File: src/rtl/cavlc_pkg.sv
// Shared CAVLC definitions: level widths, encoder FSM states and the
// suffix-length escalation threshold used by both level encode and decode.
package cavlc_pkg;
    localparam int LEVEL_W      = 13;
    localparam int MAX_CODE_LEN = 28;
    localparam int LEVEL_MAX    = 2047;

    typedef enum logic [1:0] {IDLE, T1, LEVEL, DRAIN} encState_t;

    // Magnitude above which suffixLength grows: 3 << (sL-1), 0 for sL=0.
    function automatic logic [12:0] suffix_threshold(input logic [2:0] sL);
        if (sL == 3'd0) return 13'd0;
        return 13'd3 << (sL - 3'd1);
    endfunction
endpackage

File: src/rtl/level_encode_if.sv
// Block-control, level-input and codeword-output signals of level_encode.
interface level_encode_if;
    import cavlc_pkg::*;

    logic                        Start;
    logic [4:0]                  TotalCoeff;
    logic [1:0]                  TrailingOnes;
    logic signed [LEVEL_W-1:0]   LevelIn;
    logic                        LevelValid;
    logic                        LevelReady;
    logic [MAX_CODE_LEN-1:0]     CodeWord;
    logic [4:0]                  CodeLen;
    logic                        CodeValid;
    logic                        CodeReady;
    logic                        Done;
    logic                        RangeErr;

    modport master (
        output Start, TotalCoeff, TrailingOnes, LevelIn, LevelValid, CodeReady,
        input  LevelReady, CodeWord, CodeLen, CodeValid, Done, RangeErr
    );

    modport slave (
        input  Start, TotalCoeff, TrailingOnes, LevelIn, LevelValid, CodeReady,
        output LevelReady, CodeWord, CodeLen, CodeValid, Done, RangeErr
    );
endinterface

File: src/rtl/level_vlc_map.sv
// Combinational levelCode -> level_prefix/level_suffix codeword mapping.
// Codeword is right-aligned: prefix zeros, a one, then the suffix bits.
module level_vlc_map
    import cavlc_pkg::*;
(
    input  logic [12:0]             levelCode,
    input  logic [2:0]              suffixLen,
    output logic [MAX_CODE_LEN-1:0] codeWord,
    output logic [4:0]              codeLen
);
    logic [4:0]  prefix;
    logic [3:0]  sufBits;
    logic [11:0] suffix;
    logic [12:0] escBase;

    // Pick prefix/suffix split, then assemble word and length.
    always_comb begin
        prefix  = '0;
        sufBits = '0;
        suffix  = '0;
        escBase = 13'd15 << suffixLen;
        if (suffixLen == 3'd0) begin
            if (levelCode < 13'd14) begin
                prefix = levelCode[4:0];
            end else if (levelCode < 13'd30) begin
                prefix  = 5'd14;
                sufBits = 4'd4;
                suffix  = 12'(levelCode - 13'd14);
            end else begin
                prefix  = 5'd15;
                sufBits = 4'd12;
                suffix  = 12'(levelCode - 13'd30);
            end
        end else if (levelCode < escBase) begin
            prefix  = 5'(levelCode >> suffixLen);
            sufBits = {1'b0, suffixLen};
            suffix  = 12'(levelCode & ~(13'h1FFF << suffixLen));
        end else begin
            prefix  = 5'd15;
            sufBits = 4'd12;
            suffix  = 12'(levelCode - escBase);
        end
        codeWord = (MAX_CODE_LEN'(1) << sufBits) | MAX_CODE_LEN'(suffix);
        codeLen  = prefix + 5'd1 + {1'b0, sufBits};
    end
endmodule

File: src/rtl/level_encode.sv
// CAVLC level encoder: per-block FSM, level counter, adaptive suffixLength,
// levelCode derivation with range clamping, and a single output register.
module level_encode
    import cavlc_pkg::*;
(
    input  logic           Clk,
    input  logic           nReset,
    level_encode_if.slave  bus
);
    encState_t   state, stateNext;
    logic [4:0]  cnt;
    logic [1:0]  t1Left;
    logic [2:0]  sL, sLStep, sLNext;
    logic        firstLvl;
    logic        accept, canLoad;
    logic        neg, outOfRange;
    logic [12:0] mag, minMag, cmag, baseCode, levelCode;
    logic [MAX_CODE_LEN-1:0] vlcWord;
    logic [4:0]  vlcLen;

    assign canLoad = !bus.CodeValid || bus.CodeReady;
    assign accept  = bus.LevelValid && bus.LevelReady;

    // Sign/magnitude, clamping, levelCode and the post-level suffixLength.
    always_comb begin
        neg        = bus.LevelIn[LEVEL_W-1];
        mag        = neg ? 13'(-bus.LevelIn) : 13'(bus.LevelIn);
        minMag     = firstLvl ? 13'd2 : 13'd1;
        outOfRange = (mag > 13'(LEVEL_MAX)) || (mag < minMag);
        if (mag > 13'(LEVEL_MAX)) cmag = 13'(LEVEL_MAX);
        else if (mag < minMag)    cmag = minMag;
        else                      cmag = mag;
        baseCode  = neg ? 13'({cmag, 1'b0} - 14'd1) : 13'({cmag, 1'b0} - 14'd2);
        levelCode = baseCode - (firstLvl ? 13'd2 : 13'd0);
        sLStep    = (sL == 3'd0) ? 3'd1 : sL;
        sLNext    = ((cmag > suffix_threshold(sLStep)) && (sLStep < 3'd6))
                    ? sLStep + 3'd1 : sLStep;
    end

    level_vlc_map uMap (
        .levelCode (levelCode),
        .suffixLen (sL),
        .codeWord  (vlcWord),
        .codeLen   (vlcLen)
    );

    // FSM state register.
    always_ff @(posedge Clk or negedge nReset) begin
        if (!nReset) state <= IDLE;
        else         state <= stateNext;
    end

    // Next-state, level handshake and block-complete pulse.
    always_comb begin
        stateNext      = state;
        bus.LevelReady = 1'b0;
        bus.Done       = 1'b0;
        case (state)
            IDLE: if (bus.Start) begin
                if (bus.TotalCoeff == 5'd0)        stateNext = DRAIN;
                else if (bus.TrailingOnes != 2'd0) stateNext = T1;
                else                               stateNext = LEVEL;
            end
            T1: begin
                bus.LevelReady = canLoad;
                if (accept && t1Left == 2'd1)
                    stateNext = (cnt == 5'd1) ? DRAIN : LEVEL;
            end
            LEVEL: begin
                bus.LevelReady = canLoad;
                if (accept && cnt == 5'd1) stateNext = DRAIN;
            end
            DRAIN: if (!bus.CodeValid) begin
                bus.Done  = 1'b1;
                stateNext = IDLE;
            end
            default: stateNext = IDLE;
        endcase
    end

    // Block context: counters, suffixLength, first-level flag, sticky error.
    always_ff @(posedge Clk or negedge nReset) begin
        if (!nReset) begin
            cnt          <= '0;
            t1Left       <= '0;
            sL           <= '0;
            firstLvl     <= 1'b0;
            bus.RangeErr <= 1'b0;
        end else if (state == IDLE && bus.Start) begin
            cnt          <= bus.TotalCoeff;
            t1Left       <= bus.TrailingOnes;
            sL           <= (bus.TotalCoeff > 5'd10 && bus.TrailingOnes != 2'd3) ? 3'd1 : 3'd0;
            firstLvl     <= (bus.TrailingOnes != 2'd3);
            bus.RangeErr <= 1'b0;
        end else if (accept) begin
            cnt <= cnt - 5'd1;
            if (state == T1) begin
                t1Left <= t1Left - 2'd1;
            end else begin
                sL       <= sLNext;
                firstLvl <= 1'b0;
                if (outOfRange) bus.RangeErr <= 1'b1;
            end
        end
    end

    // Output register: load on accept, drop valid when the packer takes it.
    always_ff @(posedge Clk or negedge nReset) begin
        if (!nReset) begin
            bus.CodeValid <= 1'b0;
            bus.CodeWord  <= '0;
            bus.CodeLen   <= '0;
        end else if (accept) begin
            bus.CodeValid <= 1'b1;
            bus.CodeWord  <= (state == T1) ? MAX_CODE_LEN'(neg) : vlcWord;
            bus.CodeLen   <= (state == T1) ? 5'd1 : vlcLen;
        end else if (bus.CodeReady) begin
            bus.CodeValid <= 1'b0;
        end
    end
endmodule

File: src/flat_wrapper.sv
// flat-port wrapper written by rule: the top's interface ports become plain ports
module level_encode_flat import cavlc_pkg::*;
  (Clk, nReset, bus_Start, bus_TotalCoeff, bus_TrailingOnes, bus_LevelIn, bus_LevelValid, bus_CodeReady, bus_LevelReady, bus_CodeWord, bus_CodeLen, bus_CodeValid, bus_Done, bus_RangeErr);
  level_encode_if bus_i ();
  input  logic Clk;
  input  logic nReset;
  input wire logic [$bits(bus_i.Start)-1:0] bus_Start;
  input wire logic [$bits(bus_i.TotalCoeff)-1:0] bus_TotalCoeff;
  input wire logic [$bits(bus_i.TrailingOnes)-1:0] bus_TrailingOnes;
  input wire logic [$bits(bus_i.LevelIn)-1:0] bus_LevelIn;
  input wire logic [$bits(bus_i.LevelValid)-1:0] bus_LevelValid;
  input wire logic [$bits(bus_i.CodeReady)-1:0] bus_CodeReady;
  output wire logic [$bits(bus_i.LevelReady)-1:0] bus_LevelReady;
  output wire logic [$bits(bus_i.CodeWord)-1:0] bus_CodeWord;
  output wire logic [$bits(bus_i.CodeLen)-1:0] bus_CodeLen;
  output wire logic [$bits(bus_i.CodeValid)-1:0] bus_CodeValid;
  output wire logic [$bits(bus_i.Done)-1:0] bus_Done;
  output wire logic [$bits(bus_i.RangeErr)-1:0] bus_RangeErr;
  assign bus_i.Start = bus_Start;
  assign bus_i.TotalCoeff = bus_TotalCoeff;
  assign bus_i.TrailingOnes = bus_TrailingOnes;
  assign bus_i.LevelIn = bus_LevelIn;
  assign bus_i.LevelValid = bus_LevelValid;
  assign bus_i.CodeReady = bus_CodeReady;
  assign bus_LevelReady = bus_i.LevelReady;
  assign bus_CodeWord = bus_i.CodeWord;
  assign bus_CodeLen = bus_i.CodeLen;
  assign bus_CodeValid = bus_i.CodeValid;
  assign bus_Done = bus_i.Done;
  assign bus_RangeErr = bus_i.RangeErr;
  level_encode u_core (.Clk(Clk), .nReset(nReset), .bus(bus_i));
endmodule
File: config.mk
export PLATFORM = sky130hd
export DESIGN_NAME = level_encode_flat
export DESIGN_NICKNAME = d
export VERILOG_FILES = /design/src/rtl/cavlc_pkg.sv /design/src/rtl/level_encode_if.sv /design/src/rtl/level_vlc_map.sv /design/src/rtl/level_encode.sv /design/src/flat_wrapper.sv
export SDC_FILE = /design/constraint.sdc
export NUM_CORES = 1
export LEC_CHECK = 0
export CAP_MARGIN = 20
export CELL_PAD_IN_SITES_DETAIL_PLACEMENT = 1
export CELL_PAD_IN_SITES_GLOBAL_PLACEMENT = 2
export CORE_ASPECT_RATIO = 2
export CORE_MARGIN = 4
export CORE_UTILIZATION = 34
export CTS_BUF_LIST = sky130_fd_sc_hd__clkbuf_4 sky130_fd_sc_hd__clkbuf_8
export DETAILED_ROUTE_END_ITERATION = 8
export GPL_TIMING_DRIVEN = 1
export PLACE_DENSITY = 0.87
export SLEW_MARGIN = 10
export SYNTH_ARGS = -nofsm -noshare
export SYNTH_HDL_FRONTEND = slang
export SYNTH_SLANG_ARGS = --single-unit
File: constraint.sdc
create_clock -name Clk -period 8.91 [get_ports Clk]
set_input_delay 1.782 -clock Clk [delete_from_list [all_inputs] [get_ports Clk]]
set_output_delay 1.782 -clock Clk [all_outputs]
set_load 0.05 [all_outputs]
# --- After elaboration in Yosys (flattened, before gate mapping) ---
# Index checks and enable logic that the tools add are counted.
word_totals:
  ff_bits: 48
  inputBits: 25
  out_inout_bits: 37
classes:
  magnitude_cmp: 8
  n_mux: 54
  reduce_logical: 23
  shift: 5
  n_eq_ne: 11
  addsub: 13
  n_bitwise: 3
ops:
  columns: ["operator", "n"]
  rows:
  - ["two-way mux 13 bit", 6]
  - ["two-way mux 12 bit", 4]
  - ["two-way mux 5 bit", 6]
  - ["two-way mux 28 bit", 1]
  - ["bitwise OR 28 x 12 -> 28 bit", 1]
  - ["<< shifter 1 x 4 -> 28 bit (first input constant)", 1]
  - ["less-than comparator 13 bit", 2]
  - ["two-way mux 2 bit", 11]
  - ["two-way mux 1 bit", 16]
  - ["two-way mux 4 bit", 4]
  - ["two-way mux 3 bit", 5]
  - ["> comparator 13 x 11 -> 1 bit (second input constant)", 1]
  - ["> comparator 13 bit", 1]
  - ["less-than comparator 13 x 4 -> 1 bit (second input constant)", 1]
  - ["less-than comparator 13 x 5 -> 1 bit (second input constant)", 1]
  - ["negation 13 bit", 1]
  - ["<< shifter 13 x 3 -> 12 bit (first input constant)", 1]
  - ["<< shifter 2 x 3 -> 13 bit (first input constant)", 1]
  - ["<< shifter 4 x 3 -> 13 bit (first input constant)", 1]
  - ["right shift 13 x 3 -> 5 bit", 1]
  - ["subtractor 13 x 1 -> 13 bit (second input constant)", 1]
  - ["subtractor 13 x 2 -> 13 bit", 1]
  - ["subtractor 13 x 2 -> 13 bit (second input constant)", 1]
  - ["bitwise AND 12 bit", 1]
  - ["other kinds (29)", 47]

# --- Longest topological paths before layout ---
# Gate-level depths: netlist (run 1).
depth:
  ltp_word: 15
  ltp_mapped: 43

# --- Modules after synthesis ---
# A second synthesis (run 1) with hierarchy kept.
unflattened:
  hier_cells: 667
  hier_area_um2: 5188.7
by_module_without_submodules:
  columns: ["mod", "seq_area_each_um2", "n_inst", "area_per_inst_um2", "cells_each"]
  rows:
  - ["level_encode", 1201.2, 1, 3460.8, 424]
  - ["level_vlc_map", 0.0, 1, 1727.9, 243]

# --- Least setup slack after synthesis (run 1) ---
# No wires, ideal clock.
synth_timing:
  path_kind: "input-to-reg"
  from: "input bus_LevelIn[0]"
  to: "register u_core.bus.CodeLen[4]"
  setup_time_ns: 0.071
  path_slack_ns: -0.474
  t_arrival_ns: 9.313
  required_time_ns: 8.839
  stages: 41
  cell_sequence: "clkbuf_1 inv_1 ha_1 buf_2 or4b_1 buf_2 nor4b_2 o211ai_2 a221oi_4 nand2_4 nor2_1 a211o_1 inv_1 ha_1 or3_1 nand2_1 and3_1 buf_2 [... 5 more ...] a21oi_1 o21ai_0 o221ai_1 and3b_1 or4b_4 nand2_4 buf_2 o21ai_0 nor2_1 a2bb2oi_1 ha_1 inv_1 fa_1 a21o_1 a21oi_1 nand2_1 or4_1 nand4_1"
synth_via:
  elab_chain_cells: 15
  elab_cells_between_ends: 25
  classes_between: "add/sub (6); order compare (5); shift (1); mux (13)"
synth_rtl:
  columns: ["item", "line_no", "rtl"]
  rows:
  - ["start: declaration", "flat_wrapper.sv:10", "input wire logic [$bits(bus_i.LevelIn)-1:0] bus_LevelIn;"]
  - ["negation 13 bit", "level_encode.sv:27", "mag = neg ? 13'(-bus.LevelIn) : 13'(bus.LevelIn);"]
  - ["two-way mux 13 bit *", "level_encode.sv:27", null]
  - ["less-than comparator 13 bit", "level_encode.sv:31", "else if (mag < minMag) cmag = minMag;"]
  - ["two-way mux 13 bit", "level_encode.sv:31", null]
  - ["two-way mux 13 bit *", "level_encode.sv:30", "if (mag > 13'(LEVEL_MAX)) cmag = 13'(LEVEL_MAX);"]
  - ["subtractor 13 x 2 -> 13 bit or subtractor 13 x 1 -> 13 bit (tied branches)", "level_encode.sv:33", "baseCode = neg ? 13'({cmag, 1'b0} - 14'd1) : 13'({cmag, 1'b0} - 14'd2);"]
  - ["two-way mux 13 bit *", "level_encode.sv:33", null]
  - ["subtractor 13 x 2 -> 13 bit *", "level_encode.sv:34", "levelCode = baseCode - (firstLvl ? 13'd2 : 13'd0);"]
  - ["less-than comparator 13 x 5 -> 1 bit", "level_vlc_map.sv:25", "end else if (levelCode < 13'd30) begin"]
  - ["two-way mux 1 bit", "level_vlc_map.sv:25", null]
  - ["two-way mux 5 bit", "level_vlc_map.sv:23", "if (levelCode < 13'd14) begin"]
  - ["two-way mux 5 bit", "level_vlc_map.sv:22", "if (suffixLen == 3'd0) begin"]
  - ["adder 5 x 1 -> 5 bit", "level_vlc_map.sv:44", "codeLen = prefix + 5'd1 + {1'b0, sufBits};"]
  - ["adder 5 x 4 -> 5 bit *", "level_vlc_map.sv:44", null]
  - ["two-way mux 5 bit *", "level_encode.sv:116", "bus.CodeLen <= (state == T1) ? 5'd1 : vlcLen;"]
  - ["end signal: assignment", "level_encode.sv:116", null]
  - ["end: declaration", "level_encode_if.sv:25", "output LevelReady, CodeWord, CodeLen, CodeValid, Done, RangeErr"]
# Every way passes the cells marked *; elsewhere a longest branch is shown, timed or not.
# A chain may end at the register's enable or synchronous reset.

# --- Worst setup path in the final report (run 1) ---
layout_timing:
  from: "input bus_LevelIn[7]"
  to: "register u_core.bus.CodeLen[4]"
# Same word-level chain as after synthesis.

==> impl_metrics.ini, run 1 <==
[status]
outcome = complete, no violations

[sta]
clock_skew_ps = 9.70
slew_violations = 0
final-hold-violation-count = 0
min_period_ps = 8820
rsz_0062_raised_after_global_routing = yes
setup_slack_ps = 87.1
maxSlewHeadroom = 0.451
final.setup.tns_ps = 0
highest_clock_rate_mhz = 113
min_period_over_period = 0.990
worst-slew-pin-transition_ps = 823
final-setup-viol-count = 0

[grt]
grt_use_total = 0.226
global_route_overflow = 0
initial_antenna_violation_count = 0
grt_start_max_net_pins = 37
grt_pass1_vias = 6168
grt_pass1_wl_um = 30600

[routing]
post_detailed_route_count_of_antenna_violating_nets = 0
detail_route.first_pass.iterations = 6
wl_um = 19600
via_count = 5702
drc = 0
drt-vias-per-instance = 5.72
wl_per_cell_um = 19.7
dr.first_iter.drc_count = 182

[critical_path]
setup.worst_path.end_class = register
cp_max_fo = 5
cp_max_stage_delay_ps = 560
timing.critical_path.required_ps = 9150
worstSetupStartpointType = input port
worstPathArrival_ps = 9060
cpMaxStageDelayCell = sky130_fd_sc_hd__or4_1
critPathKind = input port to register
count_of_buffer_and_inverter_cells_on_the_critical_path = 5
cp_top_family = simple AND/OR/NAND/NOR gates

[synth]
synth_area_per_cell_um2 = 7.70
number_of_flops_mapped_to_enable_cells_by_yosys = 0
post_synth_instance_area_um2 = 5110
synth.yosys.seq_area_share = 0.176
netlist_cell_types = 83
synthTopCellsByArea = sky130_fd_sc_hd__dfrtp_1 18%, sky130_fd_sc_hd__ha_1 11%, sky130_fd_sc_hd__xnor2_1 4.5%
postSynthRegisterBits = 36
async_flop_share = 1.00
synthDominantAreaCellType = sky130_fd_sc_hd__dfrtp_1
synth_top_cell_area_share = 0.176
synthCells = 664
synthesis.yosys.warnings = 0
dominantRegCellSynth = sky130_fd_sc_hd__dfrtp_1

[layout]
fin_nets = 872
n_antenna_cell = 0
area_of_combinational_cells_with_multiple_inputs_um2 = 4090
drive_above_1_share = 0.254
area.growth.synth_to_final_pct = 34.9
mostFrequentLayoutCells = 118 x sky130_fd_sc_hd__buf_4, 58 x sky130_fd_sc_hd__nand2_1, 51 x sky130_fd_sc_hd__nor2_1
fillerInstances = 1881
final_common_cell = sky130_fd_sc_hd__buf_4
layout.area.seq_um2 = 901
utilization = 0.465

[cts]
clkLatencyLatePin_ps = 310
ctsRootBufferMaster = sky130_fd_sc_hd__clkbuf_8
h-tree-depth = 2
clockBufferDepth = 2
clock_tree_from_tritoncts = yes
cts.reportedPaths.clkPinSlew_ps = 70
numClockSinks = 36
tritoncts.num_buffers = 5

[pwr]
share_seq_of_total_power = 0.150
sw_frac_of_total = 0.536
combinationalPowerShare = 0.785
worst_ir_drop_vdd_uv = 91.8
power.density_cell_area_nw_per_um2 = 289
power.total_mw = 1.99
power.switching_mw = 1.07
leakagePower_nw = 3.00
power_report.internal_total_uw = 926
power_frac_clock = 0.064

[placement]
detailedPlacementHpwl_um = 16300
buffer_ports.inserted = 49
pre_cts_slack_ps = -613
place_congestion = 0.919

[die]
die_ar_um2 = 17200
io_pins = 62
floorplan.die.width_um = 94.7
num_rows = 63
fp.coreArea_um2 = 14800
initial_util = 0.345
die_h_um = 181

[flow_run]
maxCapViolCount = 0

[min_path]
timing.hold.worst.class = register to register
==> flip-flops by register name (all words and copies together), names as in the netlist <==
register / cells
u_core.bus.CodeLen: 5
u_core.bus.CodeValid: 1
u_core.bus.CodeWord: 16
u_core.bus.RangeErr: 1
u_core.cnt: 5
u_core.firstLvl: 1
u_core.sL: 3
u_core.state: 2
u_core.t1Left: 2
==> worst register-to-register path, delay by kind of cell, from the launching register on <==
family	cells	cell delay (ps)
and+or+nand+nor	13	2670
AOI/OAI and AO/OA	10	1710
adders and majority gates	5	1230
buffers and inverters	5	600
DFF	1	510
xor gates and xnor gates	2	310
==> repair_timing <==
action | 4_1_cts | 5_1_grt
pin swaps | 4 | 27
gates resized for setup | 10 | 46
setup buffers | 2 | 13
hold endpoints to repair | 0 | 0
hold buffers | 0 | 0
endpoints found under the setup margin | 1 | 4
==> synth_stat cells (all sizes together) (3+ instances only) <==
library cell / number
a211o: 5
a211oi: 8
a21o: 10
a21oi: 40
a221o: 6
a221oi: 4
a22oi: 3
a2bb2oi: 3
a31oi: 9
and2: 11
and3: 12
and4: 3
buf: 25
clkbuf: 25
dfrtp: 36
ha: 44
inv: 37
mux2: 6
mux2i: 8
nand2: 63
nand2b: 14
nand3: 12
nand4: 11
nor2: 57
nor2b: 11
nor3: 18
nor4: 7
nor4b: 3
o211ai: 8
o21a: 14
o21ai: 30
o221ai: 6
o22ai: 4
o31ai: 9
or3: 13
or4: 4
or4b: 3
xnor2: 26
xor2: 18
==> area by class of cell <==
cell class	count	share of cell area
clock inverters	1	0.00109
multi-input cells	551	0.594
repair buffers	169	0.205
clock buffers	7	0.0131
inverters	38	0.0214
flip-flops and latches	36	0.131
well taps	195	0.0354
==> final timing paths <==
| kind | start | end | slack [ps] | cells after the start |
|---|---|---|---|---|
| min in group asynchronous | nReset | u_core.cnt[1] | 1550 | 1 |
| hold / removal | u_core.bus.CodeWord[12] | u_core.bus.CodeWord[12] | 500 | 2 |
| hold reg to reg | u_core.bus.CodeWord[12] | u_core.bus.CodeWord[12] | 500 | 2 |
| max in group asynchronous | nReset | u_core.bus.CodeWord[1] | 6810 | 1 |
| setup / recovery | bus_LevelIn[7] | u_core.bus.CodeLen[4] | 90 | 34 |
| setup reg to reg | u_core.firstLvl | u_core.bus.CodeLen[4] | 1770 | 35 |
==> logic make-up (layout without fill, tap and decap cells) <==
| logic type | Yosys count | in the layout | share of synthesized area |
|---|---|---|---|
| flops | 36 | 36 | 0.176 |
| other cells | 1 | 12 | 0.000733 |
| fa+ha+maj | 46 | 46 | 0.115 |
| buf+inv | 88 | 215 | 0.0800 |
| compound gates | 183 | 183 | 0.258 |
| simple gates | 250 | 250 | 0.256 |
| mux | 16 | 16 | 0.0384 |
| xor+xnor | 44 | 44 | 0.0753 |
==> metrics by stage <==
| stage | cell area, µm² | hold slack [ps] | instances |
|---|---|---|---|
| 3_3_place_gp | 6520 | 465 | 974 |
| 2_1_floorplan | 5300 | 543 | 675 |
| 3_5_place_dp | 6520 | 468 | 974 |
| 4_1_cts | 6670 | 483 | 984 |
| 6_report | 6900 | 498 | 997 |
| 5_1_grt | 6900 | 529 | 997 |
==> power groups by stage <==
stage	combinational, mW	sequential [mW]	clock [mW]
after floorplan	0.870	0.424	0
after global placement	1.46	0.297	0
after detailed placement	1.53	0.304	0
after CTS	1.54	0.302	0.130
after global routing	1.70	0.310	0.135
final	1.57	0.300	0.128
==> routing by layer <==
layer / GRT usage / vias to the layer above / wire, µm
met2: 0.467 / 139 / 11300
met5: 0 / - / 0
met4: 0.151 / 0 / 1570
met3: 0.0133 / 81 / 491
li1: - / 2665 / -
met1: 0.192 / 2817 / 6270
Power figures use the tool's default switching activity.
==> run 2, diff against run 1 <==
--- a/config.mk
+++ b/config.mk
@@ -8,10 +8,11 @@
 export CAP_MARGIN = 20
 export CELL_PAD_IN_SITES_DETAIL_PLACEMENT = 1
 export CELL_PAD_IN_SITES_GLOBAL_PLACEMENT = 2
-export CORE_ASPECT_RATIO = 2
+export CORE_ASPECT_RATIO = 1.25
 export CORE_MARGIN = 4
 export CORE_UTILIZATION = 34
 export CTS_BUF_LIST = sky130_fd_sc_hd__clkbuf_4 sky130_fd_sc_hd__clkbuf_8
+export CTS_CLUSTER_SIZE = 28
 export DETAILED_ROUTE_END_ITERATION = 8
 export GPL_TIMING_DRIVEN = 1
 export PLACE_DENSITY = 0.87
==> run 2 against run 1 <==
Setup slack improved by 120 ps. Clock power barely moved. Global-route usage fell by 1.9 points. Hold slack got worse by 19 ps. Cell count fell by 3.1%. First-iteration DRC count fell by 0.55%. Die area fell by 0.62%. Sequential cell count did not move. Critical endpoint unchanged. Largest cell class unchanged. Largest power group unchanged.
==> impl_metrics.ini, run 2 (synthesized netlist as in run 1, its figures left out) <==
[status]
outcome = complete, no violations

[die]
floorplan.die.width_um = 118
io_pins = 62
initial_util = 0.351
num_rows = 49
fp.coreArea_um2 = 14600
die_ar_um2 = 17100
die_h_um = 145

[critical_path]
timing.critical_path.required_ps = 9140
cp_max_fo = 5
cp_max_stage_delay_ps = 570
setup.worst_path.end_class = register
cpMaxStageDelayCell = sky130_fd_sc_hd__or4_4
worstPathArrival_ps = 8930
crit_path_frequent_cell = sky130_fd_sc_hd__inv_2
worstSetupStartpointType = input port
critPathKind = input port to register

[cts]
tritoncts.num_buffers = 5
clock_tree_from_tritoncts = yes
count_of_hold_fix_buffers_inserted_at_cts = 0
clkLatencyLatePin_ps = 290
numClockSinks = 36
clockBufferDepth = 2
cts.reportedPaths.clkPinSlew_ps = 70
ctsRootBufferMaster = sky130_fd_sc_hd__clkbuf_8
h-tree-depth = 2

[layout]
number_of_flip_flops_in_the_largest_register = 16
drive_above_1_share = 0.237
area.growth.synth_to_final_pct = 32.3
largest_registers = u_core.bus.CodeWord (16), u_core.bus.CodeLen (5), u_core.cnt (5)
top_register_by_number_of_flip_flops = u_core.bus.CodeWord
final_common_cell = sky130_fd_sc_hd__buf_4
layout.cells.non_filler = 966
area_of_combinational_cells_with_multiple_inputs_um2 = 4100
utilization = 0.464
final_cell_area_um2 = 6770
mostFrequentLayoutCells = 105 x sky130_fd_sc_hd__buf_4, 58 x sky130_fd_sc_hd__nand2_1, 53 x sky130_fd_sc_hd__nor2_1
layout.area.seq_um2 = 901
n_antenna_cell = 0
fin_nets = 858
fillerInstances = 1800

[routing]
wl_um = 18200
dr.first_iter.drc_count = 181
wl_per_cell_um = 18.8
detail_route.first_pass.iterations = 5
drc = 0
post_detailed_route_count_of_antenna_violating_nets = 0
drt-vias-per-instance = 5.60
via_count = 5410

[placement]
pre_cts_slack_ps = -460
buffer_ports.inserted = 49
place_area_um2 = 6410
place_congestion = 0.932
detailedPlacementHpwl_um = 14700
dpl.cell_count = 946

[sta]
final-setup-viol-count = 0
worst-slew-pin-transition_ps = 845
min_period_ps = 8710
final.setup.tns_ps = 0
slew_violations = 0
maxSlewHeadroom = 0.436
whs_ps = 479
clock_skew_ps = 5.89
min_period_over_period = 0.977
setup_slack_ps = 204
highest_clock_rate_mhz = 115
final-hold-violation-count = 0

[grt]
grt_start_max_net_pins = 37
grt_pass1_wl_um = 29500
initial_antenna_violation_count = 0
grt_pass1_vias = 5854
global_route_overflow = 0
grt_use_total = 0.207

[flow_run]
maxCapViolCount = 0

[pwr]
power.total_mw = 1.94
worst_ir_drop_vdd_uv = 91.6
power.density_cell_area_nw_per_um2 = 287
leakagePower_nw = 2.96

[min_path]
timing.hold.worst.class = register to register
==> run 2: cell types whose count changed in the layout (fill, tap and decap cells not counted), sizes merged <==
cell / delta
buf: -16
clkbuf: -1
dlymetal6s2s: +3
==> run 2: layout make-up <==
class	instances	share of cell area
inverter	38	0.0211
multi-input combinational	551	0.605
clock buffer	7	0.0133
timing repair buffer	155	0.193
sequential	36	0.133
clock inverter	1	0.00111
tap	178	0.0329
==> run 2: final timing paths <==
path	from	to	slack, ps	cells after the start
setup / recovery	bus_LevelIn[8]	u_core.bus.CodeLen[4]	200	36
hold / removal	u_core.bus.CodeLen[1]	u_core.bus.CodeLen[1]	480	2
setup reg to reg	u_core.firstLvl	u_core.bus.CodeLen[4]	1920	37
hold reg to reg	u_core.bus.CodeLen[1]	u_core.bus.CodeLen[1]	480	2
max in group asynchronous	nReset	u_core.bus.CodeWord[8]	6790	1
min in group asynchronous	nReset	u_core.bus.CodeValid	1590	1
==> run 2: repair_timing <==
action                     4_1_cts  5_1_grt
setup endpoints to repair        1        2
resized for setup                5       38
setup buffers                    3        9
pin swaps                        6       32
gates cloned                     0        0
==> run 2: critical path, delay by kind of cell <==
family / cells / cell delay, ps
and+or+nand+nor: 15 / 3480
adders and majority gates: 4 / 940
AOI/OAI and AO/OA: 9 / 1640
buffers and inverters: 4 / 360
muxes: 1 / 210
xor gates and xnor gates: 3 / 500
==> run 2: routing by layer <==
layer | track usage | vias up | wire, µm
met5 | 0 | - | 0
met4 | 0.0850 | 0 | 529
met3 | 0.0175 | 32 | 484
met2 | 0.404 | 94 | 9910
met1 | 0.228 | 2636 | 7280
li1 | - | 2648 | -
==> run 2: power breakdown <==
| group | internal (mW) | switching (mW) |
|---|---|---|
| clock | 0.0659 | 0.0614 |
| sequential | 0.237 | 0.0692 |
| combinational | 0.613 | 0.896 |
| total | 0.916 | 1.03 |
